[config.mk]
export PLATFORM = sky130hd
export DESIGN_NAME = mem_arbiter
export DESIGN_NICKNAME = d
export VERILOG_FILES = /design/src/rtl/mem_arbiter.sv
export SDC_FILE = /design/constraint.sdc
export NUM_CORES = 1
export LEC_CHECK = 0
export ABC_AREA = 1
export CORE_ASPECT_RATIO = 1.75
export CORE_MARGIN = 3
export CORE_UTILIZATION = 40
export CTS_BUF_LIST = sky130_fd_sc_hd__clkbuf_4
export DETAILED_ROUTE_END_ITERATION = 7
export GPL_TIMING_DRIVEN = 0
export PLACE_DENSITY = 0.77
export SKIP_LAST_GASP = 1
export SLEW_MARGIN = 5
export SYNTH_ARGS = -nofsm -noshare
export SYNTH_HDL_FRONTEND = slang
export SYNTH_SLANG_ARGS = --single-unit
[constraint.sdc]
create_clock -name clk -period 2.06 [get_ports clk]
set_input_delay 0.206 -clock clk [delete_from_list [all_inputs] [get_ports clk]]
set_output_delay 0.206 -clock clk [all_outputs]
set_load 0.05 [all_outputs]
[src/rtl/mem_arbiter.sv]
// mem_arbiter: shares one single-port memory bus between the littlecpu fetch
// port and its data port. Data wins over fetch, except that a pending fetch
// is forced through after STARVE_LIMIT back-to-back data grants. A granted
// request is latched and held on the bus until memory answers. A dead slave
// is cut off after TIMEOUT bus cycles, and the owner gets a NOP instead.
// All outputs come straight from flops.

module mem_arbiter #(
    parameter int STARVE_LIMIT = 4,
    parameter int TIMEOUT      = 255
) (
    input  logic        clk,
    input  logic        reset,

    input  logic        i_req,
    input  logic [31:0] i_addr,
    output logic        i_valid,
    output logic [31:0] i_rdata,

    input  logic        d_req,
    input  logic [31:0] d_addr,
    input  logic [31:0] d_wdata,
    input  logic [3:0]  d_wstrb,
    output logic        d_valid,
    output logic [31:0] d_rdata,

    output logic        mem_ready,
    output logic [31:0] mem_addr,
    output logic [31:0] mem_wdata,
    output logic [3:0]  mem_wstrb,
    input  logic        mem_valid,
    input  logic [31:0] mem_rdata,

    output logic        timeout
);

    // The starvation counter is at least 3 bits wide and saturates at all-ones.
    localparam int STARVE_W = ($clog2(STARVE_LIMIT + 1) > 3) ? $clog2(STARVE_LIMIT + 1) : 3;
    localparam logic [STARVE_W-1:0] STARVE_LIM_C = STARVE_W'(STARVE_LIMIT);
    localparam logic [STARVE_W-1:0] STARVE_MAX_C = {STARVE_W{1'b1}};
    localparam logic [STARVE_W-1:0] STARVE_ONE_C = STARVE_W'(1);

    // wait_cnt_r holds the number of BUSY cycles already completed. The
    // cycle in which it equals TIMEOUT-1 is the TIMEOUT-th bus cycle. If
    // memory is still silent then, the transaction is aborted. This makes
    // mem_ready stay high for exactly TIMEOUT cycles on a dead slave.
    localparam int WAIT_W = (TIMEOUT > 1) ? $clog2(TIMEOUT + 1) : 1;
    localparam logic [WAIT_W-1:0] WAIT_LAST_C = (TIMEOUT > 0) ? WAIT_W'(TIMEOUT - 1) : {WAIT_W{1'b0}};
    localparam logic [WAIT_W-1:0] WAIT_ONE_C  = WAIT_W'(1);
    localparam logic [WAIT_W-1:0] WAIT_ZERO_C = {WAIT_W{1'b0}};
    localparam bit TIMEOUT_EN = (TIMEOUT > 0);

    // A fetch that dies on the bus is answered with this RISC-V NOP (addi x0,x0,0).
    localparam logic [31:0] NOP_C = 32'h0000_0013;

    typedef enum logic [1:0] {
        ST_IDLE   = 2'b00,
        ST_BUSY_I = 2'b01,
        ST_BUSY_D = 2'b10
    } state_t;

    state_t              state_r;
    state_t              state_s;
    logic                grant_i_s;
    logic                grant_d_s;
    logic                done_s;
    logic                abort_s;

    logic [STARVE_W-1:0] starve_cnt_r;
    logic [WAIT_W-1:0]   wait_cnt_r;

    logic                mem_ready_r;
    logic [31:0]         mem_addr_r;
    logic [31:0]         mem_wdata_r;
    logic [3:0]          mem_wstrb_r;
    logic                i_valid_r;
    logic [31:0]         i_rdata_r;
    logic                d_valid_r;
    logic [31:0]         d_rdata_r;
    logic                timeout_r;

    // Next-state logic: grant decision in IDLE, and completion or abort in BUSY.
    always_comb begin
        state_s   = state_r;
        grant_i_s = 1'b0;
        grant_d_s = 1'b0;
        done_s    = 1'b0;
        abort_s   = 1'b0;
        case (state_r)
            ST_IDLE: begin
                // Data has priority unless the fetch side has waited through
                // STARVE_LIMIT data grants in a row.
                if (d_req && ((starve_cnt_r < STARVE_LIM_C) || !i_req)) begin
                    state_s   = ST_BUSY_D;
                    grant_d_s = 1'b1;
                end else if (i_req) begin
                    state_s   = ST_BUSY_I;
                    grant_i_s = 1'b1;
                end else begin
                    state_s = ST_IDLE;
                end
            end
            ST_BUSY_I, ST_BUSY_D: begin
                // A real response beats a timeout that lands in the same cycle.
                if (mem_valid) begin
                    done_s  = 1'b1;
                    state_s = ST_IDLE;
                end else if (TIMEOUT_EN && (wait_cnt_r == WAIT_LAST_C)) begin
                    abort_s = 1'b1;
                    state_s = ST_IDLE;
                end else begin
                    state_s = state_r;
                end
            end
            default: begin
                state_s = ST_IDLE;
            end
        endcase
    end

    // FSM state register.
    always_ff @(posedge clk or negedge reset) begin
        if (!reset) begin
            state_r <= ST_IDLE;
        end else begin
            state_r <= state_s;
        end
    end

    // Bus side: latch the winner's request at grant time and hold it until the transaction ends.
    always_ff @(posedge clk or negedge reset) begin
        if (!reset) begin
            mem_ready_r <= 1'b0;
            mem_addr_r  <= 32'h0000_0000;
            mem_wdata_r <= 32'h0000_0000;
            mem_wstrb_r <= 4'h0;
        end else begin
            mem_ready_r <= (state_s != ST_IDLE);
            if (grant_d_s) begin
                mem_addr_r  <= d_addr;
                mem_wdata_r <= d_wdata;
                mem_wstrb_r <= d_wstrb;
            end else if (grant_i_s) begin
                // A fetch is always a read, so strobes are forced to 0.
                mem_addr_r  <= i_addr;
                mem_wdata_r <= 32'h0000_0000;
                mem_wstrb_r <= 4'h0;
            end else begin
                mem_addr_r  <= mem_addr_r;
                mem_wdata_r <= mem_wdata_r;
                mem_wstrb_r <= mem_wstrb_r;
            end
        end
    end

    // Fetch response: one-cycle strobe with memory data, or a NOP after an abort.
    always_ff @(posedge clk or negedge reset) begin
        if (!reset) begin
            i_valid_r <= 1'b0;
            i_rdata_r <= 32'h0000_0000;
        end else begin
            i_valid_r <= (state_r == ST_BUSY_I) && (done_s || abort_s);
            if ((state_r == ST_BUSY_I) && done_s) begin
                i_rdata_r <= mem_rdata;
            end else if ((state_r == ST_BUSY_I) && abort_s) begin
                i_rdata_r <= NOP_C;
            end else begin
                i_rdata_r <= i_rdata_r;
            end
        end
    end

    // Data response: one-cycle strobe with memory data, or a NOP word after an abort.
    always_ff @(posedge clk or negedge reset) begin
        if (!reset) begin
            d_valid_r <= 1'b0;
            d_rdata_r <= 32'h0000_0000;
        end else begin
            d_valid_r <= (state_r == ST_BUSY_D) && (done_s || abort_s);
            if ((state_r == ST_BUSY_D) && done_s) begin
                d_rdata_r <= mem_rdata;
            end else if ((state_r == ST_BUSY_D) && abort_s) begin
                d_rdata_r <= NOP_C;
            end else begin
                d_rdata_r <= d_rdata_r;
            end
        end
    end

    // Abort indication: one-cycle pulse in the same cycle as the NOP response.
    always_ff @(posedge clk or negedge reset) begin
        if (!reset) begin
            timeout_r <= 1'b0;
        end else begin
            timeout_r <= abort_s;
        end
    end

    // Bus-cycle counter: restarts at every grant and advances while a transaction is outstanding.
    always_ff @(posedge clk or negedge reset) begin
        if (!reset) begin
            wait_cnt_r <= WAIT_ZERO_C;
        end else if (grant_i_s || grant_d_s) begin
            wait_cnt_r <= WAIT_ZERO_C;
        end else if (state_r != ST_IDLE) begin
            wait_cnt_r <= wait_cnt_r + WAIT_ONE_C;
        end else begin
            wait_cnt_r <= WAIT_ZERO_C;
        end
    end

    // Starvation guard: counts data grants made while a fetch is waiting.
    always_ff @(posedge clk or negedge reset) begin
        if (!reset) begin
            starve_cnt_r <= {STARVE_W{1'b0}};
        end else if (grant_d_s) begin
            if (i_req) begin
                if (starve_cnt_r != STARVE_MAX_C) begin
                    starve_cnt_r <= starve_cnt_r + STARVE_ONE_C;
                end else begin
                    starve_cnt_r <= starve_cnt_r;
                end
            end else begin
                starve_cnt_r <= {STARVE_W{1'b0}};
            end
        end else if (grant_i_s) begin
            starve_cnt_r <= {STARVE_W{1'b0}};
        end else begin
            starve_cnt_r <= starve_cnt_r;
        end
    end

    assign mem_ready = mem_ready_r;
    assign mem_addr  = mem_addr_r;
    assign mem_wdata = mem_wdata_r;
    assign mem_wstrb = mem_wstrb_r;
    assign i_valid   = i_valid_r;
    assign i_rdata   = i_rdata_r;
    assign d_valid   = d_valid_r;
    assign d_rdata   = d_rdata_r;
    assign timeout   = timeout_r;

endmodule
==> impl_metrics.csv <==
group,metric,value,unit
outcome,status,"finished, final reports clean",
power,pwr-share-comb,60.3,%
cts,clock_sinks,149,
global_route,track_usage,21.4,%
cts,tritoncts,"yes",
logic_synthesis,syn_avg_cell_area,8.70,µm²
routing,dr.pass1.iters,4,
worst_setup_path,worstPathArrival,1.75,ns
power,p_leak,4.86,nW
power,irDropWorstVdd,0.000940,V
cts,clk_pin_slew,0.14,ns
worst_setup_path,cp.buffers_inverters,1,
power,seqPwrFrac,29.7,%
timing,skew,0.0292,ns
worst_setup_path,r2r_slack,0.21,ns
logic_synthesis,synth-seq-cells,149,
floorplanning,die_h,170,µm
global_route,antenna_found_initial,1,
routing,num_vias,5604,
routing,wl_per_cell,14.9,µm
worst_setup_path,worstSetupStartpointType,"flop",
routing,remaining_drc_errors,0,
cts,htreeDepth,4,
logic_synthesis,synth_edf_count,0,
final_layout,post-route-util,63.3,%
cts,cts-root-buf,"clkbuf_4",
final_layout,nets,1149,
worst_setup_path,cp_max_fo,2,
routing,ant_nets,0,
power,power_density,1730,nW/µm²
worst_setup_path,critPathSlowestCell,"clkdlybuf4s50_1",
final_layout,drive_above_1_share,6.78,%
timing,hold_viol_final,0,
logic_synthesis,ys_top_cells_by_count,"nand2_1, dfrtp_1, nor2_1, inv_1, o21ai_0",
placed_design,dpl_cell_area,9170,µm²
placed_design,post-dp-hpwl,13.8,mm
logic_synthesis,syn_area,6180,µm²
floorplanning,core_area,15000,µm²
global_route,overflow,0,
timing,worst_hold_slack,0.153,ns
power,p_clk_share,10.0,%
power,p_int,7.80,mW
logic_synthesis,synth.top_cell.area_share,60.3,%
cts,cts_buffers,17,
cts,cts_buffer_depth,2,
placed_design,port_buffers,272,
hold_path,hp-class,"input pin to asynchronous set/reset pin",
placed_design,place.gp.congestion,0.774,
floorplanning,row_count,59,
routing,drt-initial-drc-count,209,
timing,tightest_slew,0.558,ns
floorplanning,boundaryPins,273,
worst_setup_path,cp.required,1.85,ns
logic_synthesis,yosysTopAreaCell,"dfrtp_1",
timing,period_needed,1.95,ns
power,p_switching,8.59,mW
logic_synthesis,synthTopCellsByArea,"dfrtp_1, nand2_1, nor2_1",
logic_synthesis,async_flop_share,100,%
timing,drv_slew,0,
logic_synthesis,ys_seq_area_share,60.3,%
final_layout,final_area,9480,µm²
logic_synthesis,synth_ff_type,"dfrtp_1",
floorplanning,start_util,41.3,%
routing,wl,17.9,mm
timing,setup_violations,0,
global_route,grt_pass1_wl,28.4,mm
flow_run,maxCapViolCount,0,
logic_synthesis,yosysUniqueCellTypes,28,
timing,rsz0062_at_grt,"no",
timing,post-route-period-util,94.8,%
power,p_sw_share,52.4,%
global_route,grt_max_degree,98,
worst_setup_path,path_cells,"clkdlybuf4s50_1",
worst_setup_path,end_kind,"output port",
final_layout,area.growth.synth_to_final,53.4,%
logic_synthesis,synth_most_common_cell,"nand2_1",
timing,fin_tns_setup,0,ns
floorplanning,die_w,100,µm
logic_synthesis,synth.net_count,856,
worst_setup_path,crit_type,"flop to output port",
worst_setup_path,cp_top_family,"buffers and inverters",
worst_setup_path,slowest_delay,0.83,ns
global_route,grt_pass1_vias,5687,
cts,insertion_delay,0.55,ns
timing,slew_headroom,62.7,%
routing,vias_per_cell,4.67,
floorplanning,fp.dieArea,17000,µm²
logic_synthesis,netlist_instances,711,
timing,fmax,0.512,GHz
logic_synthesis,ys_warn_count,0,
cts,postCtsSetupBuffers,0,
-- power by group through the flow --
stage	Sequential (mW)	Clock (mW)	Combinational (mW)
after floorplan	9.21	0	2.03
after global placement	4.89	0	9.88
after detailed placement	4.93	0	9.99
after CTS	4.87	1.71	10.0
after global routing	5.03	1.85	10.5
final	4.86	1.64	9.88
-- flip-flops by register name (all words and copies together), names as in the netlist --
register      cells
d_rdata          32
i_rdata          32
mem_addr         32
mem_wdata        32
wait_cnt_r        8
mem_wstrb         4
starve_cnt_r      3
state_r           2
d_valid           1
i_valid           1
mem_ready         1
timeout           1
-- metrics by stage --
step	power (mW)	worst slack, ns	instances
global route	17.4	0.000180	1201
global placement	14.8	-5.30	1166
CTS	16.6	0.0308	1200
detailed placement	14.9	0.111	1167
finish	16.4	0.107	1201
floorplan	11.2	0.557	711
-- cells by family (layout without fill, tap and decap cells) --
kind of cell | count (synthesis) | in the layout | synth area share [%]
AOI/OAI and AO/OA | 52 | 52 | 4.61
xor gates and xnor gates | 3 | 3 | 0.425
adders and majority gates | 8 | 8 | 1.62
buffers and inverters | 70 | 376 | 5.36
DFF | 149 | 149 | 60.3
other | 0 | 1 | 0
and+or+nand+nor | 429 | 429 | 27.7
-- repair_timing --
action	4_1_cts	5_1_grt
setup endpoints to repair	0	31
hold endpoints to repair	88	0
resized for setup	0	23
hold buffers	1	0
-- final cells by class --
class / instances / area [µm²]
fillers: 1308 / 5500
clock inverters: 15 / 120
inverters: 41 / 154
plain buffers: 29 / 180
diodes: 1 / 2.50
clock buffers: 17 / 128
flip-flops and latches: 149 / 3730
multi-input cells: 492 / 2120
well taps: 183 / 229
repair buffers: 274 / 2820
-- routing by layer --
metal / track usage [%] / routed length, µm
met1: 22.7 / 6270
met2: 39.7 / 10000
met3: 7.38 / 1280
met4: 5.75 / 295
met5: 0 / 0
-- cells in the final DEF (no fill, tap or decap), drive strengths merged, types with 2 or more instances in the layout --
master         Yosys  routed
buf               24      24
clkbuf             5      24
clkdlybuf4s50      0     251
clkinv             0       5
clkinvlp           0       4
dfrtp            149     149
dlymetal6s2s       0      20
ha                 8       8
inv               41      47
nand2            366     366
nand3             12      12
nand4              2       2
nor2              44      44
nor3               3       3
o21ai             33      33
o22ai             16      16
xor2               2       2
-- path summary, 6_finish.rpt --
path | from | to | cells past startpoint
min in group clk | d_wdata[8] | mem_wdata[8] | 3
worst min-delay path | reset | mem_addr[30] | 2
max in group asynchronous | reset | i_rdata[3] | 3
worst max register to register | state_r[0] | mem_wstrb[3] | 9
worst max-delay path | mem_addr[10] | mem_addr[10] | 1
worst min register to register | d_rdata[4] | d_rdata[4] | 2
(Power assumes the default switching activity.)
